--- config.mk ---
export PLATFORM = sky130hd
export DESIGN_NAME = mult_div_unit
export DESIGN_NICKNAME = d
export VERILOG_FILES = /design/src/rtl/mult_div_unit.sv
export SDC_FILE = /design/constraint.sdc
export NUM_CORES = 1
export LEC_CHECK = 0
export CORE_AREA = 4 4 200 202
export DETAILED_ROUTE_END_ITERATION = 7
export DIE_AREA = 0 0 204 206
export GPL_TIMING_DRIVEN = 0
export MAX_ROUTING_LAYER = met4
export PLACE_DENSITY = 0.69
export SYNTH_ARGS = -nofsm -noshare
export SYNTH_HDL_FRONTEND = slang
export SYNTH_SLANG_ARGS = --single-unit
export TNS_END_PERCENT = 20
--- constraint.sdc ---
create_clock -name clk -period 8 [get_ports clk]
set_input_delay 1.2 -clock clk [delete_from_list [all_inputs] [get_ports clk]]
set_output_delay 1.2 -clock clk [all_outputs]
set_load 0.1 [all_outputs]
--- src/rtl/mult_div_unit.sv ---
// mult_div_unit: multi-cycle HI/LO multiply/divide unit (MULT, MULTU, DIV, DIVU)
// plus MTHI/MTLO writes.
//
// Multiply is radix-2 shift-add and divide is restoring shift-subtract. Both work
// on operand magnitudes, doing one iteration per CALC cycle for 32 cycles. FIX
// then applies the sign correction and writes HI/LO.
//
// Timing, with the start edge as edge N:
//   - busy reads 1 from edge N+1 through edge N+33.
//   - done and the new hi/lo read valid at edge N+34.
//   - A new start is accepted at edge N+34.
//
// Ports:
//   clk           rising-edge clock
//   rst           synchronous, active-high reset
//   start         one-cycle launch request; sampled only while not busy
//   op[1:0]       00 MULT, 01 MULTU, 10 DIV, 11 DIVU
//   src0, src1    rs / rt operands, captured on the accepted start edge
//   hi_we, lo_we  MTHI / MTLO strobes; ignored while busy or when start is taken
//   wdata         MTHI / MTLO write data
//   busy          operation in flight
//   done          one-cycle pulse when HI/LO take a result
//   hi, lo        HI / LO architectural registers
//
// Build option: define MULT_DIV_DISPLAY_EN to print "HI = %x, LO = %x" on every
// done edge. Cycle behaviour is identical with or without it.

module mult_div_unit (
    input  logic        clk,
    input  logic        rst,
    input  logic        start,
    input  logic [1:0]  op,
    input  logic [31:0] src0,
    input  logic [31:0] src1,
    input  logic        hi_we,
    input  logic        lo_we,
    input  logic [31:0] wdata,
    output logic        busy,
    output logic        done,
    output logic [31:0] hi,
    output logic [31:0] lo
);

    localparam int unsigned W  = 32;
    localparam int unsigned DW = 2 * W;
    localparam int unsigned CW = 5;

    typedef enum logic [1:0] {
        S_IDLE = 2'b00,
        S_CALC = 2'b01,
        S_FIX  = 2'b10,
        S_DONE = 2'b11
    } state_e;

    state_e          state_q;
    logic            busy_q;
    logic            done_q;
    logic [W-1:0]    hi_q;
    logic [W-1:0]    lo_q;

    // Captured operation context
    logic            op_div_q;
    logic            a_neg_q;
    logic            b_neg_q;
    logic            div0_q;
    logic [W-1:0]    a_raw_q;
    logic [W-1:0]    b_mag_q;
    logic [CW-1:0]   cnt_q;

    // Working accumulator: {hi, lo} is the product, or {remainder, quotient/dividend}
    logic [W-1:0]    acc_hi_q;
    logic [W-1:0]    acc_lo_q;
    logic [W-1:0]    acc_hi_d;
    logic [W-1:0]    acc_lo_d;

    // Operand sign/magnitude decode at launch
    logic            src0_neg_c;
    logic            src1_neg_c;
    logic [W-1:0]    src0_mag_c;
    logic [W-1:0]    src1_mag_c;

    // Iteration datapath
    logic [W:0]      mul_sum_c;
    logic [W:0]      div_shift_c;
    logic            div_ge_c;
    logic [W-1:0]    div_sub_c;

    // Sign-fixed result
    logic [DW-1:0]   prod_neg_c;
    logic [W-1:0]    res_hi_d;
    logic [W-1:0]    res_lo_d;

    // Magnitudes; only the signed ops (op[0] == 0) look at the sign bits.
    always_comb begin
        src0_neg_c = ~op[0] & src0[W-1];
        src1_neg_c = ~op[0] & src1[W-1];
        src0_mag_c = src0_neg_c ? (~src0 + W'(1)) : src0;
        src1_mag_c = src1_neg_c ? (~src1 + W'(1)) : src1;
    end

    // One shift-add or restoring shift-subtract step.
    always_comb begin
        acc_hi_d    = acc_hi_q;
        acc_lo_d    = acc_lo_q;
        mul_sum_c   = {1'b0, acc_hi_q};
        div_shift_c = {acc_hi_q, acc_lo_q[W-1]};
        div_ge_c    = (div_shift_c >= {1'b0, b_mag_q});
        div_sub_c   = W'(div_shift_c - {1'b0, b_mag_q});

        // The multiplier sits in acc_lo and shifts out LSB-first.
        // Product bits shift in at the top.
        if (acc_lo_q[0]) begin
            mul_sum_c = {1'b0, acc_hi_q} + {1'b0, b_mag_q};
        end

        if (op_div_q) begin
            // The remainder is always below the divisor, so it fits in W bits.
            acc_hi_d = div_ge_c ? div_sub_c : div_shift_c[W-1:0];
            acc_lo_d = {acc_lo_q[W-2:0], div_ge_c};
        end else begin
            acc_hi_d = mul_sum_c[W:1];
            acc_lo_d = {mul_sum_c[0], acc_lo_q[W-1:1]};
        end
    end

    // Sign correction and the divide-by-zero override applied in FIX.
    always_comb begin
        prod_neg_c = ~{acc_hi_q, acc_lo_q} + DW'(1);
        res_hi_d   = acc_hi_q;
        res_lo_d   = acc_lo_q;

        if (!op_div_q) begin
            if (a_neg_q ^ b_neg_q) begin
                res_hi_d = prod_neg_c[DW-1:W];
                res_lo_d = prod_neg_c[W-1:0];
            end
        end else if (div0_q) begin
            res_hi_d = a_raw_q;
            res_lo_d = '1;
        end else begin
            // 0x80000000 / -1: the magnitude quotient 2^31 negates back to 0x80000000.
            if (a_neg_q ^ b_neg_q) begin
                res_lo_d = ~acc_lo_q + W'(1);
            end
            if (a_neg_q) begin
                res_hi_d = ~acc_hi_q + W'(1);
            end
        end
    end

    // Control FSM, HI/LO and registered status outputs.
    always_ff @(posedge clk) begin
        if (rst) begin
            state_q  <= S_IDLE;
            busy_q   <= 1'b0;
            done_q   <= 1'b0;
            hi_q     <= '0;
            lo_q     <= '0;
            op_div_q <= 1'b0;
            a_neg_q  <= 1'b0;
            b_neg_q  <= 1'b0;
            div0_q   <= 1'b0;
            a_raw_q  <= '0;
            b_mag_q  <= '0;
            cnt_q    <= '0;
            acc_hi_q <= '0;
            acc_lo_q <= '0;
        end else begin
            done_q <= 1'b0;
            case (state_q)
                // DONE behaves like IDLE, so back-to-back starts cost no extra cycle.
                S_IDLE, S_DONE: begin
                    state_q <= S_IDLE;
                    if (start) begin
                        // A launch takes priority and drops any coincident MTHI/MTLO.
                        state_q  <= S_CALC;
                        busy_q   <= 1'b1;
                        op_div_q <= op[1];
                        a_neg_q  <= src0_neg_c;
                        b_neg_q  <= src1_neg_c;
                        div0_q   <= (src1 == '0);
                        a_raw_q  <= src0;
                        b_mag_q  <= src1_mag_c;
                        acc_hi_q <= '0;
                        acc_lo_q <= src0_mag_c;
                        cnt_q    <= '0;
                    end else begin
                        if (hi_we) begin
                            hi_q <= wdata;
                        end
                        if (lo_we) begin
                            lo_q <= wdata;
                        end
                    end
                end
                S_CALC: begin
                    acc_hi_q <= acc_hi_d;
                    acc_lo_q <= acc_lo_d;
                    cnt_q    <= cnt_q + CW'(1);
                    if (cnt_q == CW'(W - 1)) begin
                        state_q <= S_FIX;
                    end
                end
                S_FIX: begin
                    hi_q    <= res_hi_d;
                    lo_q    <= res_lo_d;
                    done_q  <= 1'b1;
                    busy_q  <= 1'b0;
                    state_q <= S_DONE;
                end
                default: begin
                    state_q <= S_IDLE;
                end
            endcase
        end
    end

`ifdef MULT_DIV_DISPLAY_EN
    // Trace every HI/LO completion.
    always_ff @(posedge clk) begin
        if (done_q) begin
            $display("HI = %x, LO = %x", hi_q, lo_q);
        end
    end
`else
    // Quiet build: no simulation output.
`endif

    assign busy = busy_q;
    assign done = done_q;
    assign hi   = hi_q;
    assign lo   = lo_q;

endmodule

==> impl_metrics.tcl <==
set metrics [dict create \
    rsz0062_at_grt "no" \
    path_class "reg2reg" \
    numCtsBuffers 24 \
    synthArstFlopShare 0 \
    min_path_cells 2 \
    fmax_mhz 189 \
    ys.flop_type "dfxtp_1" \
    cts_root_buf "clkbuf_16" \
    die_x_um 204 \
    grt.overflow.total 0 \
    dp_slack_ns 3.02 \
    skew_ns 0.0192 \
    tns_ns 0 \
    num_rows 72 \
    leakage_nw 7.65 \
    power_density_nw_per_um2 398 \
    avgSynthCellArea_um2 7.31 \
    finish.instance_area_um2 20000 \
    clkLatencyLatePin_ns 0.56 \
    area_growth_syn_to_layout_pct 17.9 \
    track_usage 0.369 \
    gp_congestion 1.02 \
    synth.cell_area_um2 17000 \
    peakVddDrop_uv 261 \
    place_area_um2 19300 \
    io_pins 169 \
    fin_crit_sh 0.662 \
    final.min_clock_period_ns 5.29 \
    wire_per_inst_um 25.8 \
    num-nets-final 2697 \
    hpwl_um 63100 \
    yosysSeqAreaShare 0.241 \
    remaining_drc_errors 0 \
    grt_pass1_wl_um 116000 \
    drv_slew 0 \
    fin_hold_ws_ns 0.453 \
    power_mw 7.97 \
    maxCapViolCount 0 \
    h-tree-depth 1 \
    drtAntennaViolNets 0 \
    setup_viol 0 \
    synth_edf_count 0 \
    cts_setup_buffers 0 \
    multi_input_area_um2 11800 \
    relSlewSlack 0.186 \
    reg2reg_depth 13 \
    final_util 0.523 \
    cp.arrival_ns 5.68 \
    vias 19677 \
    start_kind "flip-flop" \
    clock_path_buffers 3 \
    core_area_um2 38300 \
    ys_ff_latch 205 \
    synth_cells 2326 \
    port_buffers 167 \
    routed_via_density 6.44 \
    crit_required_ns 8.39 \
    die_h_um 206 \
    drive_gt1_frac 0.0406 \
    cts_num_sinks 205 \
    initial_core_util 0.444 \
    antenna_found_initial 3 \
    grt_pass1_vias 18085 \
    cts.clk_slew.worst_paths_ns 0.07 \
    cp-end-kind "flip-flop" \
    instances_no_fill 3054 \
    firstDrtPassIters 5 \
    ys_warn_count 0 \
    ctsHoldBuffers 0 \
    routed_wirelength_um 78900 \
    timing.final.ws_setup_ns 2.71 \
    hold_class "reg2reg" \
    dieArea_um2 42000 \
    cts_tree "built" \
    dp_cells 3011 \
    cp_max_fo 10 \
    hold_viol 0 \
    ff_latch_area_um2 4100 \
    outcome "finished, final reports clean" \
    syn-num-nets 2504 \
    drt_iter0_markers 2507 \
    fillCellCount 3832 \
    synth.distinct_cells 86 \
    tightestPinTransition_ns 1.22 \
    cts_resized 0 \
    grt_max_degree 13 \
]
[cells in the final DEF (no fill, tap or decap), types with 25 or more instances in the layout]
cell,instances
nand3_1,34
o211ai_1,47
nand4_1,25
xor2_1,77
a21o_1,37
nand2_1,289
clkdlybuf4s50_1,167
a211oi_1,70
xnor2_1,86
o221ai_1,40
nor2_1,195
inv_1,75
ha_1,73
a21oi_1,274
nor3_1,42
mux2i_1,69
dfxtp_1,205
clkbuf_1,170
o21ai_0,120
[final timing paths]
kind,from,end,slack [ns]
min,lo[4],lo[4],0.45
max,acc_lo_q[0],hi[2],2.71
min reg2reg,lo[4],lo[4],0.45
max reg2reg,acc_lo_q[0],hi[2],2.71
[cells by family (layout without fill, tap and decap cells)]
kind of cell	after synthesis	after routing	synth area share
AOI/OAI and AO/OA	784	784	0.299
and+or+nand+nor	748	748	0.210
buffers and inverters	276	485	0.0654
DFF	205	205	0.241
xor gates and xnor gates	163	163	0.0839
adders and majority gates	75	75	0.0561
muxes	75	75	0.0446
other	0	1	0
[flip-flops by register name, indices dropped and copies added (netlist names), 2 cells and up]
register and cells:
b_mag_q 32, cnt_q 5, a_raw_q 32, hi 32, acc_hi_q 32, acc_lo_q 32, state_q 2, lo 32
[synthesized netlist by cell type, drive strengths merged (5+ instances only)]
cell / instances / area share
a311oi: 12 / 0.0062
nor4: 26 / 0.014
o21bai: 15 / 0.0066
inv: 75 / 0.017
buf: 35 / 0.012
nand2: 289 / 0.064
o21ai: 125 / 0.037
o31ai: 22 / 0.0097
o41ai: 10 / 0.0060
xnor2: 86 / 0.044
o32ai: 5 / 0.0026
nand3: 34 / 0.010
a31oi: 22 / 0.0085
nor3: 44 / 0.014
a211oi: 70 / 0.031
mux2: 6 / 0.0040
or4: 20 / 0.0099
and2: 9 / 0.0033
nand4: 26 / 0.0099
o211ai: 47 / 0.021
o21a: 12 / 0.0053
o22ai: 9 / 0.0033
nor2: 195 / 0.043
a21boi: 5 / 0.0022
a21oi: 274 / 0.081
o221ai: 40 / 0.021
a22oi: 7 / 0.0031
a22o: 8 / 0.0041
ha: 73 / 0.054
a211o: 8 / 0.0041
nand2b: 21 / 0.0077
mux2i: 69 / 0.041
o211a: 7 / 0.0041
or2: 8 / 0.0029
a21o: 37 / 0.016
dfxtp: 205 / 0.24
a221oi: 12 / 0.0062
and3: 16 / 0.0059
a32o: 7 / 0.0041
or3: 28 / 0.011
nor2b: 12 / 0.0044
xor2: 77 / 0.040
clkbuf: 163 / 0.036
a41oi: 5 / 0.0026
[worst max-delay path, stage by stage, from the launching register on]
cell and delay (ns):
dfxtp_1 0.30, clkbuf_1 0.44, clkinv_1 0.43, clkbuf_1 0.63, ha_1 0.34, or4b_1 0.56, nor4_2 0.41, nand3_1 0.25
nor2_1 0.67, a211oi_1 0.18, a31oi_1 0.21, nor2_1 0.06, a221oi_1 0.48, a211oi_1 0.15
[per-layer routing]
metal / track usage / vias to the layer above / part of all wire
li1: - / 8847 / -
met2: 0.543 / 1068 / 0.43
met3: 0.0736 / 164 / 0.11
met4: 0.0838 / 0 / 0.028
met1: 0.524 / 9598 / 0.44
met5: - / - / 0
[report_power, final]
group / switching (mW) / leakage, nW / internal (mW)
Clock: 0.489 / 0.347 / 0.566
Sequential: 0.393 / 1.68 / 1.35
Combinational: 3.69 / 5.62 / 1.48
[layout make-up]
cell class / instances / area share
Antenna cell: 1 / 0.000125
Buffer: 199 / 0.0411
Clock buffer: 32 / 0.0320
Clock inverter: 10 / 0.00368
Inverter: 77 / 0.0144
Multi-Input combinational cell: 1845 / 0.588
Sequential cell: 205 / 0.205
Tap cell: 518 / 0.0323
Timing Repair Buffer: 167 / 0.0834
Note: power is estimated with default switching activity, not from simulation.
